### src/rtl/arb4_rr_ctrl.sv
// Four-requester arbiter with round-robin or fixed-priority selection, grant hold,
// and a per-ownership timeout that evicts and masks a stuck owner until it drops req.
module arb4_rr_ctrl #(
  parameter int          RR_EN    = 1,
  parameter int unsigned HOLD_MAX = 16,
  parameter int unsigned CNT_W    = 8
) (
  input  logic       clk,
  input  logic       rst_n,
  input  logic [3:0] req,
  output logic [3:0] gnt,
  output logic [1:0] gnt_id,
  output logic       gnt_valid,
  output logic       timeout
);

  localparam logic [0:0] ST_IDLE  = 1'b0;
  localparam logic [0:0] ST_GRANT = 1'b1;

  logic [0:0]       state, state_d;
  logic [3:0]       gnt_d;
  logic [1:0]       gnt_id_d;
  logic             timeout_d;
  logic [CNT_W-1:0] hold_cnt, hold_cnt_d;
  logic [3:0]       mask, mask_d;
  logic [1:0]       rr_ptr, rr_ptr_d;
  logic [3:0]       elig;
  logic [1:0]       win;
  logic             owner_req;
  logic             hold_at_max;

  // First eligible index after ptr, wrapping; i=4 lands back on ptr itself.
  function automatic logic [1:0] pick_rr(input logic [3:0] e, input logic [1:0] ptr);
    logic [1:0] idx;
    logic [1:0] res;
    logic       found;
    res   = ptr;
    found = 1'b0;
    for (int i = 1; i <= 4; i++) begin
      idx = ptr + 2'(i);
      if (!found && e[idx]) begin
        res   = idx;
        found = 1'b1;
      end
    end
    return res;
  endfunction

  function automatic logic [1:0] pick_hi(input logic [3:0] e);
    logic [1:0] res;
    res = 2'd0;
    for (int i = 0; i < 4; i++) begin
      if (e[i]) res = 2'(i);
    end
    return res;
  endfunction

  assign elig        = req & ~mask;
  assign win         = (RR_EN != 0) ? pick_rr(elig, rr_ptr) : pick_hi(elig);
  assign owner_req   = req[gnt_id];
  assign hold_at_max = (HOLD_MAX != 0) && (hold_cnt == CNT_W'(HOLD_MAX));
  assign gnt_valid   = |gnt;

  always_comb begin
    state_d    = state;
    gnt_d      = gnt;
    gnt_id_d   = gnt_id;
    timeout_d  = 1'b0;
    hold_cnt_d = hold_cnt;
    mask_d     = mask & req;
    rr_ptr_d   = rr_ptr;
    case (state)
      ST_IDLE: begin
        if (|elig) begin
          state_d    = ST_GRANT;
          gnt_d      = 4'b0001 << win;
          gnt_id_d   = win;
          hold_cnt_d = CNT_W'(1);
          rr_ptr_d   = win;
        end
      end
      ST_GRANT: begin
        // Release wins over timeout when both happen on the same edge.
        if (!owner_req) begin
          state_d    = ST_IDLE;
          gnt_d      = 4'b0000;
          hold_cnt_d = '0;
        end else if (hold_at_max) begin
          state_d        = ST_IDLE;
          gnt_d          = 4'b0000;
          timeout_d      = 1'b1;
          mask_d[gnt_id] = 1'b1;
          hold_cnt_d     = '0;
        end else if (hold_cnt != '1) begin
          hold_cnt_d = hold_cnt + 1'b1;
        end
      end
      default: begin
        state_d = ST_IDLE;
        gnt_d   = 4'b0000;
      end
    endcase
  end

  always_ff @(posedge clk or negedge rst_n) begin
    if (!rst_n) begin
      state    <= ST_IDLE;
      gnt      <= 4'b0000;
      gnt_id   <= 2'd0;
      timeout  <= 1'b0;
      hold_cnt <= '0;
      mask     <= 4'b0000;
      rr_ptr   <= 2'd3;
    end else begin
      state    <= state_d;
      gnt      <= gnt_d;
      gnt_id   <= gnt_id_d;
      timeout  <= timeout_d;
      hold_cnt <= hold_cnt_d;
      mask     <= mask_d;
      rr_ptr   <= rr_ptr_d;
    end
  end

endmodule

### config.mk
export PLATFORM = sky130hd
export DESIGN_NAME = arb4_rr_ctrl
export DESIGN_NICKNAME = d
export VERILOG_FILES = /design/src/rtl/arb4_rr_ctrl.sv
export SDC_FILE = /design/constraint.sdc
export NUM_CORES = 1
export LEC_CHECK = 0
export BUFFER_PORTS_ARGS = -buffer_cell sky130_fd_sc_hd__buf_2
export CORE_UTILIZATION = 40
export DETAILED_ROUTE_END_ITERATION = 6
export PLACE_DENSITY = 0.7
export SYNTH_ARGS = -nofsm -noshare
export SYNTH_HDL_FRONTEND = slang
export SYNTH_SLANG_ARGS = --single-unit
### constraint.sdc
create_clock -name clk -period 2.5 [get_ports clk]
set_input_delay 0.375 -clock clk [delete_from_list [all_inputs] [get_ports clk]]
set_output_delay 0.375 -clock clk [all_outputs]
set_load 0.02 [all_outputs]
==> metrics list <==
- The pre-antenna-repair detailed-routing pass consisted of 7 iterations.
* Fraction of power consumed by sequential logic: 0.443
- Of all flip-flops after synthesis, the portion carrying an async set or reset was 1.000.
- At the end of routability-driven placement, the weighted congestion stood at 0.9233.
- The final layout contains routed wiring with a total length of 2.587 mm.
* Clock latency of the later-clocked register in the worst-skew pair: 310 ps
* Sw power: 559.1 uW
* Detailed-routing wirelength on met1: 1.214 mm
* Number of setup buffers added after CTS: 0
* Warning count from the yosys run: 0
- The number of clock buffers added by TritonCTS is 3.
- Clock skew on the completed layout was measured at 6.543 ps.
- Cell Int Power: 753.8 uW
* Worst reg2reg endpoint: mask[3]
* Wire length per cell after detailed routing: 14.70 um
* Final worst hold slack: 3.955 ps
* Count of hold buffers inserted by post-cts repair: 0
- Register-to-Register Setup Slack: 690 ps
- Pleak: 0.6073 nW
* CTS resizes: 0
* Leading cell types by total area after synthesis: dfrtp_1, nand2_1, dfstp_2
* Count of final hold-check violations: 0
- Die footprint: 0.003330 mm^2
- Number of nets still failing antenna checks after routing: 0
* Vias per Instance: 5.795
- Averaged over all synthesized cells, the footprint is 9.332 um^2.
- The HPWL after detailed placement is 1.946 mm.
- The worst hold path belongs to the class in2async.
- After routing the design area is 0.001333 mm^2.
* CTS tree: done
* Start-to-end type of the worst setup path: reg2reg
* Post-layout minimum cycle time: 1812 ps
- Antenna diode instance count: 0
* Core outline area: 0.002853 mm^2
* Layout cell share with drive strength beyond 1: 0.1793
- In this run the critical register-to-register path is launched from gnt_id[0].
- The max-slew violation total from the final report was 0.
- Routed met3 length: 99 um
* Final critical-path share of the clock period: 0.7248
* Number of remaining DRC errors: 1
* Maximum vdd drop: 733.2 uV
- Layout area overhead: 7.359%
- In this run the power density over the cells is 985.3 mW/mm^2.
* Critical-path cell with the highest stage delay: mux4_2
- The die is 57.71 um wide.
* Setup Total Neg Slack: 0 ps
* Max cap viols: 0
- Sort of element at the start of the critical path: flip-flop
- Primary FF master, synth: dfrtp_1
- Violated checks: design-rule violations
- Of the total power, the clock network draws 0.131.
* Worst Setup End Kind: flip-flop
- Setup violations remaining at the end of the flow were counted as 0.
- Count of state elements after synthesis: 22
* Combined buffer and inverter count along the critical path: 0
* Overall fraction of global-route tracks in use: 0.1749
* Number of rows created at floorplan: 19
* Distinct cells, synth: 47
- After the first detailed-routing iteration, the DRC count stood at 35.
* Maximum fanout count along the critical path: 7
* Switching fraction of total power: 0.4259
* Congestion Overflow GR: 0
- For this run, the register share of the synthesized area comes to 0.4456.
* Cell family with most CP delay: multiplexers
* Number of cells on the critical path: 4
* Number of antenna violations at the first check in global routing: 0
- In this run the tool buffered the top-level ports with 13 buffer cells.
* RSZ-0062 raised after global routing: false
* Maximum number of pins on one net before global-route repair: 23
- Cell count of the worst reg-to-reg path: 4
- DR WL met2: 1.274 mm
- For this run, the post-layout net count is 154.
- Remaining max-slew budget at the tightest pin: 0.5268
- In this run the cell area of the synthesized design comes to 0.001241 mm^2.
- Total placed instance area: 0.001306 mm^2
* Data arrival time of the worst path: 2020 ps
* Number of instances in the synthesized netlist: 133
- Number of flops mapped to enable cells by yosys: 0
* CP cell instances: mux4_2 -> nand2_1 -> nor2_1 -> a32o_1
- CTS saw 22 sinks.
- In this run the clock root is driven by a clkbuf_4.
- The final route contains 1020 vias.
* Clock-pin slew reported for the worst setup and hold paths after clock tree synthesis: 130 ps
- Via count of the first global-routing pass: 1033
- 14 I/O pins were placed.
- Number of nets produced by synthesis: 141
* Top achievable clock speed: 551.9 MHz
- Total Power Consumption: 1.313 mW
- Die Y: 57.71 um
* Highest routed metal layer: met3
- The share of synthesized area in the top cell type comes to 0.4032.
- The flow ran to the end, but the final reports show violations.
* Max clock buf depth: 2
- Wire length of the first global-routing pass: 4.533 mm
- At the worst endpoint, the required time is 2700 ps.
- Of the total power, combinational logic draws 0.427.
- Transition at the pin with the smallest max-transition slack: 704.4 ps
- Largest area contributor in the synthesized netlist: dfrtp_1
- Count of H-tree levels built during CTS: 1
- Effective utilization at floorplan: 0.4351
- Largest stage delay on the critical path: 590 ps
cell usage in the layout (no fill, tap or decap), types with 2 or more instances in the layout:
cell type,instances
dfrtp_1,20
o31ai_1,2
and2_4,2
a31oi_1,3
a21o_1,2
nor3_1,2
dfstp_2,2
o21ai_1,2
a21oi_1,8
nor2_1,11
o2bb2ai_1,2
nand2_1,21
buf_2,13
ha_1,2
mux2_2,2
a32o_1,2
mux2i_1,2
o21ai_0,6
nand3_1,6
clkbuf_4,3
inv_1,5
nand2b_1,3
worst max-delay path by stage:
stage | startpoint | end | slack [ps]
after floorplan | gnt_id[0] | gnt[1] | 670
after global placement | gnt_id[0] | gnt[1] | 760
after detailed placement | gnt_id[0] | mask[3] | 710
after CTS | gnt_id[0] | mask[3] | 690
after global routing | gnt_id[0] | mask[1] | 580
final | gnt_id[0] | mask[3] | 690
state kept, by name (all words and copies together), names as in the netlist:
register  flops
mask          4
timeout       1
hold_cnt      8
rr_ptr        2
gnt_id        2
state         1
gnt           4
synth_stat cells, drive strengths merged, types with 2 or more instances:
master   number
inv           5
a21oi         8
a31oi         3
buf           4
nand2        21
and4          2
a21o          2
o2bb2ai       2
nor2         11
and2          3
nor3          2
mux2          2
o21ai         9
o31ai         2
dfrtp        20
nand3         6
a32o          2
mux2i         2
nand2b        3
dfstp         2
nor4          2
ha            2
layer usage:
layer  vias to the layer above  global-route usage
met5                         -                   0
met4                         0            0.006803
met3                         0             0.04688
met2                        20              0.3090
met1                       492              0.2281
li1                        508                   -
through the flow:
step / worst slack (ps) / instances / util
after floorplan: 666.5 / 133 / -
after CTS: 685.8 / 176 / 0.4671
final: 688.1 / 176 / 0.4671
after global routing: 576.8 / 176 / 0.4671
after detailed placement: 714.3 / 172 / 0.4579
after global placement: 763.6 / 172 / 0.4579
power by group through the flow:
| stage | Sequential (mW) | Combinational (mW) | Clock, mW |
|---|---|---|---|
| final | 0.581 | 0.560 | 0.172 |
| after global routing | 0.598 | 0.628 | 0.192 |
| after CTS | 0.582 | 0.566 | 0.178 |
| after detailed placement | 0.588 | 0.563 | 0 |
| after global placement | 0.580 | 0.550 | 0 |
| after floorplan | 0.587 | 0.429 | 0 |
final cells by class:
cell class / instances / area (um^2)
Timing Repair Buffer: 13 / 65.06
Fill cell: 273 / 1520
Clock buffer: 4 / 26.28
Multi-Input combinational cell: 101 / 630.6
Inverter: 5 / 18.77
Sequential cell: 22 / 553.0
Tap cell: 31 / 38.79
logic make-up (layout without fill, tap and decap cells):
kind of cell,count (synthesis),after routing,share of synthesized area
AND/OR/NAND/NOR,58,58,0.2400
adder cells (fa/ha/maj),2,2,0.02016
buffers and inverters,10,22,0.04637
AO/OA/AOI/OAI,36,36,0.1956
flip-flops,22,22,0.4456
multiplexers,5,5,0.05242
Note: power is estimated with default switching activity, not from simulation.
